===== src/rtl/affine_sequencer.sv =====
// affine_sequencer
//   Multi-cycle controller for the picoMIPS affine-transform datapath.
//   Computes xo = a11*x + a12*y + b1 and yo = a21*x + a22*y + b2. One shared
//   multiplier and one shared adder are used, with one operation per cycle
//   over the sequence M1 M2 A1 A2 M3 M4 A3 A4, followed by DONE.
//
//   Ports
//     clk        system clock, rising edge
//     reset      asynchronous, active-high reset
//     in_valid   operand set presented
//     in_ready   block can accept an operand set (IDLE only)
//     x, y       signed input point (N bits)
//     a11..a22   signed Q1.(N-1) matrix coefficients
//     b1, b2     signed translation
//     out_valid  xo/yo hold a finished result (DONE)
//     out_ready  consumer accepts the result
//     xo, yo     signed transformed point
//     busy       high in every state except IDLE
module affine_sequencer #(
  parameter int N = 8
) (
  input  logic         clk,
  input  logic         reset,
  input  logic         in_valid,
  output logic         in_ready,
  input  logic [N-1:0] x,
  input  logic [N-1:0] y,
  input  logic [N-1:0] a11,
  input  logic [N-1:0] a12,
  input  logic [N-1:0] a21,
  input  logic [N-1:0] a22,
  input  logic [N-1:0] b1,
  input  logic [N-1:0] b2,
  output logic         out_valid,
  input  logic         out_ready,
  output logic [N-1:0] xo,
  output logic [N-1:0] yo,
  output logic         busy
);

  typedef enum logic [3:0] {
    IDLE, M1, M2, A1, A2, M3, M4, A3, A4, DONE
  } state_t;

  state_t state_reg, state_next;

  // Captured operands
  logic [N-1:0] x_reg, y_reg;
  logic [N-1:0] a11_reg, a12_reg, a21_reg, a22_reg;
  logic [N-1:0] b1_reg, b2_reg;

  // Partial products and partial sum
  logic [N-1:0] p_reg, q_reg, s_reg;

  // Shared ALU
  logic [N-1:0]   mul_a, mul_b;
  logic [2*N-1:0] prod;
  logic [N-1:0]   mul_res;
  logic [N-1:0]   add_a, add_b;
  logic [N-1:0]   add_res;
  logic           prod_unused;

  // State register
  always_ff @(posedge clk or posedge reset) begin
    if (reset) begin
      state_reg <= IDLE;
    end else begin
      state_reg <= state_next;
    end
  end

  // Next state and handshake outputs
  always_comb begin
    state_next = state_reg;
    in_ready   = 1'b0;
    out_valid  = 1'b0;
    busy       = 1'b1;
    case (state_reg)
      IDLE: begin
        in_ready = 1'b1;
        busy     = 1'b0;
        if (in_valid) state_next = M1;
      end
      M1:   state_next = M2;
      M2:   state_next = A1;
      A1:   state_next = A2;
      A2:   state_next = M3;
      M3:   state_next = M4;
      M4:   state_next = A3;
      A3:   state_next = A4;
      A4:   state_next = DONE;
      DONE: begin
        out_valid = 1'b1;
        if (out_ready) state_next = IDLE;
      end
      default: state_next = IDLE;
    endcase
  end

  // Operand selection for the shared multiplier and adder
  always_comb begin
    mul_a = a11_reg;
    mul_b = x_reg;
    add_a = s_reg;
    add_b = b1_reg;
    case (state_reg)
      M2: begin mul_a = a12_reg; mul_b = y_reg; end
      M3: begin mul_a = a21_reg; mul_b = x_reg; end
      M4: begin mul_a = a22_reg; mul_b = y_reg; end
      A1, A3: begin add_a = p_reg; add_b = q_reg; end
      A4: begin add_a = s_reg; add_b = b2_reg; end
      default: ;
    endcase
  end

  // Sign-extend both operands to 2N bits so the low 2N bits of the unsigned
  // product equal the signed product. Taking bits [2N-2:N-1] is an arithmetic
  // shift right by N-1 (floor), and dropping the top bit wraps on overflow.
  assign prod        = {{N{mul_a[N-1]}}, mul_a} * {{N{mul_b[N-1]}}, mul_b};
  assign mul_res     = prod[2*N-2:N-1];
  assign prod_unused = &{1'b0, prod[2*N-1], prod[N-2:0]};
  assign add_res     = add_a + add_b;

  // Datapath registers
  always_ff @(posedge clk or posedge reset) begin
    if (reset) begin
      x_reg   <= '0;
      y_reg   <= '0;
      a11_reg <= '0;
      a12_reg <= '0;
      a21_reg <= '0;
      a22_reg <= '0;
      b1_reg  <= '0;
      b2_reg  <= '0;
      p_reg   <= '0;
      q_reg   <= '0;
      s_reg   <= '0;
      xo      <= '0;
      yo      <= '0;
    end else begin
      case (state_reg)
        IDLE: begin
          if (in_valid) begin
            x_reg   <= x;
            y_reg   <= y;
            a11_reg <= a11;
            a12_reg <= a12;
            a21_reg <= a21;
            a22_reg <= a22;
            b1_reg  <= b1;
            b2_reg  <= b2;
          end
        end
        M1, M3: p_reg <= mul_res;
        M2, M4: q_reg <= mul_res;
        A1, A3: s_reg <= add_res;
        A2:     xo    <= add_res;
        A4:     yo    <= add_res;
        default: ;
      endcase
    end
  end

endmodule


===== config.mk =====
export PLATFORM = sky130hd
export DESIGN_NAME = affine_sequencer
export DESIGN_NICKNAME = d
export VERILOG_FILES = /design/src/rtl/affine_sequencer.sv
export SDC_FILE = /design/constraint.sdc
export NUM_CORES = 1
export LEC_CHECK = 0
export CAP_MARGIN = 15
export CORE_ASPECT_RATIO = 1.1
export CORE_MARGIN = 1
export CORE_UTILIZATION = 53
export CTS_CLUSTER_DIAMETER = 40
export CTS_CLUSTER_SIZE = 8
export DETAILED_ROUTE_END_ITERATION = 10
export GPL_ROUTABILITY_DRIVEN = 0
export PLACE_DENSITY = 0.74
export SETUP_SLACK_MARGIN = 0.2
export SYNTH_ARGS = -nofsm -noshare
export SYNTH_HDL_FRONTEND = slang
export SYNTH_SLANG_ARGS = --single-unit
export TNS_END_PERCENT = 100

===== constraint.sdc =====
create_clock -name clk -period 7.8 [get_ports clk]
set_input_delay 1.56 -clock clk [delete_from_list [all_inputs] [get_ports clk]]
set_output_delay 1.56 -clock clk [all_outputs]
set_load 0.02 [all_outputs]

==> impl_summary.md, run 1 <==
STA
For the pin with the worst max-slew slack, the measured transition is 1030 ps. Setup repair after global routing left no endpoint under its margin. The period utilization is 84.2%.

The hold violation count in the final report was 0. The clock skew is 6.87 ps. After layout, the minimum clock period comes to 6570 ps. Setup violations remaining at the end of the flow were counted as 0. The worst slew margin relative to its limit is 31.6%. The setup total negative slack is 0 ps.

Based on the critical path, the design can be clocked at up to 0.152 GHz. The count of pins over their slew limit is 0.

Global route
The number of global-route vias before repair is 5332. Summed over all layers, the global routing overflow is 0. The initial antenna violation count is 0.

The global-route total usage across every layer is 23.1%. The first global-routing pass estimated 25000 µm of wire. The largest net degree at the start of global routing is 78.

Yosys
The average instance in the mapped netlist occupies 10.6 µm². The share of async-settable or async-resettable flops after synthesis is 100%. The number of warning messages in the yosys log is 0.

The sequential element share of the synthesized area is 38.0%. The count of flip-flops with a built-in enable after synthesis is 0. The cell area after technology mapping is 7100 µm². The synthesized instance count is 672. After synthesis the netlist holds a flip-flop and latch count of 108. By area the synthesized netlist is led by dfrtp_1 (38%), fa_1 (14%), mux2_2 (11%), ha_1 (5.6%), nand2_1 (5.1%). Sorting the synthesized cells by how often they occur yields dfrtp_1 (108), nand2_1 (96), inv_1 (74). The net count of the mapped netlist is 823. Of the post-synthesis cell area, the dominant cell type holds 38.0%. Yosys mapped the design onto 54 distinct sky130hd cell types. The most instantiated flip-flop cell in the synthesis netlist is dfrtp_1. The most used standard cell by instance count after synthesis is dfrtp_1. The cell taking the most area after synthesis is dfrtp_1.

Min path
The kind of path behind the tightest hold check is flip-flop to flip-flop. The count of cells along the worst hold path is 2.

Route
The post-route antenna net violation count is 0. The detailed-route wire length is 14700 µm. The detailed-route vias per instance is 5.43. The initial detailed-routing violation count is 174. Dividing the detail-routed wire length by the instance count gives 16.1 µm. The post-route DRC violation count is 0. The detailed router placed 4973 vias in this run.

The pre-antenna-repair detailed-routing pass consisted of 4 iterations.

Critical path
Along the worst path, the maximum fanout reaches 15. The critical path start-end classification is flip-flop to flip-flop. The kind of start point of the critical path is a flip-flop.

Data arrives at the worst endpoint at 6860 ps. The kind of end point of the critical path is a flip-flop. The worst path required time is 8090 ps.

The worst-case reg-to-reg path depth is 18.

Floorplan
The floorplan step set the die height to 123 µm. The core region is 13200 µm². Measured along the x axis, the die boundary spans 112 µm. After floorplanning, the core was divided into 44 placement rows.

The I/O pin count is 87. The overall die area is 13900 µm². The initial utilization of the core area, before any placement, comes to 54.0%.

Finish
0 antenna diodes ended up in the layout. The sequential cell area is 2700 µm². The net count of the finished layout is 901.

The proportion of layout cells with a drive suffix above 1 is 14.6%. The filler cells instantiated in the layout total 1079. The area of the multi-input gates is 4020 µm². The area added between synthesis and finish is 18.6%.

Clock tree
Clock-pin slew was measured on the worst setup and hold paths at 70 ps. No sink is reached through more buffers than the 2 on the longest clock path. The clock sink total is 108. TritonCTS built the clock tree. The clock latency at the later pin of the worst-skew pair is 350 ps.

The post-CTS repair timing setup buffer count is 0. The H-tree was split into 3 levels. Gates resized during post-CTS repair numbered 0. The library cell used as clock root buffer is clkbuf_16. The number of buffers inserted during clock tree synthesis is 9. The hold-fix buffer count after cts is 0.

Placed design
The placed wire-length estimate after detailed placement is 11700 µm. The count of buffers added on input and output ports is 86.

Run status
The run finished with clean final reports.

Flow run
The max-cap check violation count is 0.
-- final cells by class --
| type | instances | share of cell area [%] |
|---|---|---|
| clock buffer | 10 | 2.84 |
| clock inverter | 6 | 1.03 |
| inverter | 74 | 3.33 |
| multi-input combinational | 467 | 47.7 |
| sequential | 108 | 32.1 |
| tap | 161 | 2.39 |
| timing repair buffer | 90 | 10.6 |
-- critical path, stage by stage, from the launching register on --
cell      delay (ps)
dfrtp_1          760
and4bb_4         470
nor2_2           130
a221oi_1         890
nand2_1          190
fa_1             540
fa_1             540
inv_1             50
fa_1             530
inv_1             60
fa_1             520
inv_1             40
ha_1             320
a21o_1           200
a211oi_1         210
o21ai_0          210
a41o_1           330
or4_1            400
nand3_1          100
-- metal layers --
layer | vias to the layer above | part of all wire (%) | GRT usage, %
li1 | 2383 | - | -
met1 | 2429 | 42 | 26.9
met2 | 131 | 52 | 42.5
met3 | 30 | 3.3 | 4.17
met4 | 0 | 2.6 | 9.25
met5 | - | 0 | 0
-- stage by stage --
| step | hold slack (ps) | util, % | worst slack [ps] | cells | instance area [µm²] |
|---|---|---|---|---|---|
| floorplan | 433 | - | 2030 | 672 | 7100 |
| global placement | 446 | 61.5 | 1440 | 900 | 8100 |
| detailed placement | 464 | 61.5 | 1230 | 900 | 8100 |
| CTS | 480 | 64.0 | 1200 | 916 | 8420 |
| global route | 509 | 64.0 | 875 | 916 | 8420 |
| finish | 479 | 64.0 | 1230 | 916 | 8420 |
-- worst paths after layout --
check                             end  slack, ps         start
max                          q_reg[7]       1230  state_reg[2]
min                          s_reg[0]        480      s_reg[0]
max reg2reg                  q_reg[7]       1230  state_reg[2]
min reg2reg                  s_reg[0]        480      s_reg[0]
max in group asynchronous  a11_reg[5]       4960         reset
min in group asynchronous       yo[3]       1550         reset
-- cell families (layout without fill, tap and decap cells) --
kind of cell	after synthesis	count (layout)	share of synthesized area [%]
adders and majority gates	83	83	20.0
and+or+nand+nor	194	194	12.7
DFF	108	108	38.0
buffers and inverters	97	180	5.37
muxes	82	82	12.8
xor gates and xnor gates	22	22	2.71
AOI/OAI and AO/OA	86	86	8.35
-- cells in the final DEF (no fill, tap or decap), types with 15 or more instances in the layout --
cell type,instances
dfrtp_1,108
nand2_1,95
clkdlybuf4s50_1,86
inv_1,73
mux2_2,67
nor2_1,52
fa_1,51
o21ai_0,35
ha_1,32
xnor2_1,15
Power of run 1 is left out: the tool's default activity adds up to more than one toggle a clock period on the data nets, which glitch-free logic cannot reach.
==> inputs of run 2 (changes only) <==
clock period = 6.3 ns   (was 7.8 ns; I/O delays follow)
==> impl_summary.md, run 2 (same netlist as run 1, synthesis figures left out) <==
Critical path
Counting both buffers and inverters, the worst setup path holds a total of 6. The gate family responsible for the most delay along the worst path is adder cells. The worst setup path is captured at a flip-flop. For this run, the slowest stage of the critical path takes 530 ps. The critical path's slowest cell is mux2i_1.

The endpoint arrival time on the critical path is 6140 ps. The launching element of the worst setup path is state_reg[0]. In this run the critical register-to-register path is launched from state_reg[0].

The worst path required time is 6580 ps. Walking the worst path, the cells encountered are buf_4 -> nor3b_4 -> buf_4 -> mux2i_1 -> nor2_1 -> fa_1 -> inv_1 -> fa_1 -> inv_1 -> fa_1 -> inv_1 -> fa_1 -> inv_1 -> ha_1 -> or3_1 -> a211oi_1 -> o21ai_1 -> a41o_1 -> or4_1 -> nand3_1. Of all nets on the critical path, the largest fanout is 11.

The critical path is of the flip-flop to flip-flop type. The endpoint identified for the worst register-to-register timing path is q_reg[7]. Counting cells, the worst reg-to-reg path comes to 20. The kind of start point of the critical path is a flip-flop.

The setup slack of the worst register-to-register path is 450 ps.

Placed design
The post-place instance area is 8190 µm². At the placement stage, the worst setup path has a slack of 219 ps. The quantity of I/O buffers inserted on ports is 86.

The placed wire-length estimate after detailed placement is 11900 µm.

Floorplan
The floorplan die height is 123 µm. The overall die area is 13900 µm². The initial core utilization is 54.0%.

From left edge to right edge, the die measures 112 µm. The row count is 44. Pin placement for this block handled 87 I/O pins. After floorplanning, the core was sized to cover 13200 µm².

STA
The period utilization is 92.9%. Setup repair after global routing left no endpoint under its margin. The count of pins over their slew limit is 0.

Setup slack closes at 448 ps. For the final database, setup skew stands at 10.9 ps. Setup violations remaining at the end of the flow were counted as 0.

The worst slew margin relative to its limit is 51.6%. After routing, the total negative slack on setup checks comes to 0 ps. The hold violation count in the final report is 0. The smallest clock period supported by the final layout is computed as 5850 ps. The transition at the pin with the smallest max-transition slack is 727 ps. Static timing analysis puts the maximum clock frequency at 0.171 GHz.

Finish
The final non-filler cell area is 8550 µm². The number of nets in the layout is 921. 0 antenna diodes ended up in the layout.

The area added between synthesis and finish is 20.3%. The post-route netlist has 17.2% of its cells at a drive strength greater than 1. Leaving out fill and tap cells, the most frequent cells in the layout are dfrtp_1 (104), nand2_1 (95), clkdlybuf4s50_1 (86), inv_1 (73), mux2_2 (67). The final design utilization is 65.0%. The most common cell after layout, fill and taps aside is dfrtp_1.

Global route
The global-route total usage across every layer is 23.1%. The aggregate global routing overflow is 0. The initial antenna violation count is 0.

The number of global-route vias before repair was 5398. The largest net degree at the start of global routing is 61. The first global-routing pass estimated 24800 µm of wire.

Run status
The run finished with clean final reports.

Route
After the first detailed-routing iteration, the DRC count stood at 178. The total vias in the final route is 5103. The average detailed-routed wire length per instance is 16.2 µm. The post-route antenna net violation count is 0. In the routed design, unresolved DRC markers number 0.

The first detailed-routing pass ran for 4 iterations. In the routed layout, each cell is associated on average with a via count of 5.46. Wires add up to 15200 µm.

Flow run
The max-cap check violation count is 0.

Clock tree
The clock net in this run drives a total of 108 sinks. In this run the number of H-tree levels came out at 3. Buffers inserted during clock tree synthesis total 9.

The CTS tree is yes. In this run the deepest clock path goes through 2 buffers. After clock tree synthesis, the clock-pin slew on the worst setup and hold paths is 70 ps. The library cell used as clock root buffer is clkbuf_16.

The clock latency at the later pin of the worst-skew pair is 350 ps. The hold-fix buffer count after cts is 0.

Min path
The count of cells along the worst hold path is 2. The kind of path behind the tightest hold check is flip-flop to flip-flop. The worst hold path begins at yo[1]. The endpoint of the worst hold path is yo[1].
==> run 2: changes by cell type in the layout (fill, tap and decap cells not counted), sizes merged <==
cell,change
buf,+20
bufinv,-1
clkbuf,+1
clkinvlp,-1
==> run 2: how the worst max path moves through the flow <==
stage / endpoint / slack, ps / cells past startpoint
floorplan: p_reg[7] / 530 / 20
global placement: q_reg[7] / 400 / 18
detailed placement: q_reg[7] / 220 / 18
CTS: q_reg[7] / 200 / 18
global route: q_reg[7] / 170 / 20
finish: q_reg[7] / 450 / 20
==> run 2: repair_timing <==
| item | CTS | global route |
|---|---|---|
| resized for setup | 0 | 6 |
| setup endpoints to repair | 0 | 5 |
| setup buffers | 0 | 7 |
==> run 2: routing by layer <==
layer | vias up | global-route usage (%) | part of all wire (%)
li1 | 2426 | - | -
met1 | 2525 | 25.3 | 40
met2 | 125 | 43.4 | 54
met3 | 27 | 5.39 | 3.8
met4 | 0 | 9.33 | 2.3
met5 | - | 0 | 0
==> run 2: final cells by class <==
| cell class | count | area (µm²) |
|---|---|---|
| repair buffers | 110 | 1040 |
| clock inverters | 4 | 48.8 |
| multi-input cells | 467 | 4030 |
| well taps | 161 | 201 |
| clock buffers | 11 | 243 |
| flip-flops and latches | 108 | 2710 |
| fillers | 1051 | 4610 |
| inverters | 74 | 280 |
==> run 2: worst register-to-register path, delay by kind of cell, from the launching register on <==
family / cells / cell delay, ps
simple gates: 5 / 1220
compound gates: 3 / 680
fa+ha+maj: 5 / 2300
mux: 1 / 530
buf+inv: 6 / 570
flops: 1 / 470
==> run 2: metrics by stage <==
stage | instances | hold slack, ps
2_1_floorplan | 672 | 433
3_3_place_gp | 913 | 447
3_5_place_dp | 913 | 469
4_1_cts | 928 | 486
5_1_grt | 935 | 502
6_report | 935 | 479
Power of run 2 is left out for the same reason.
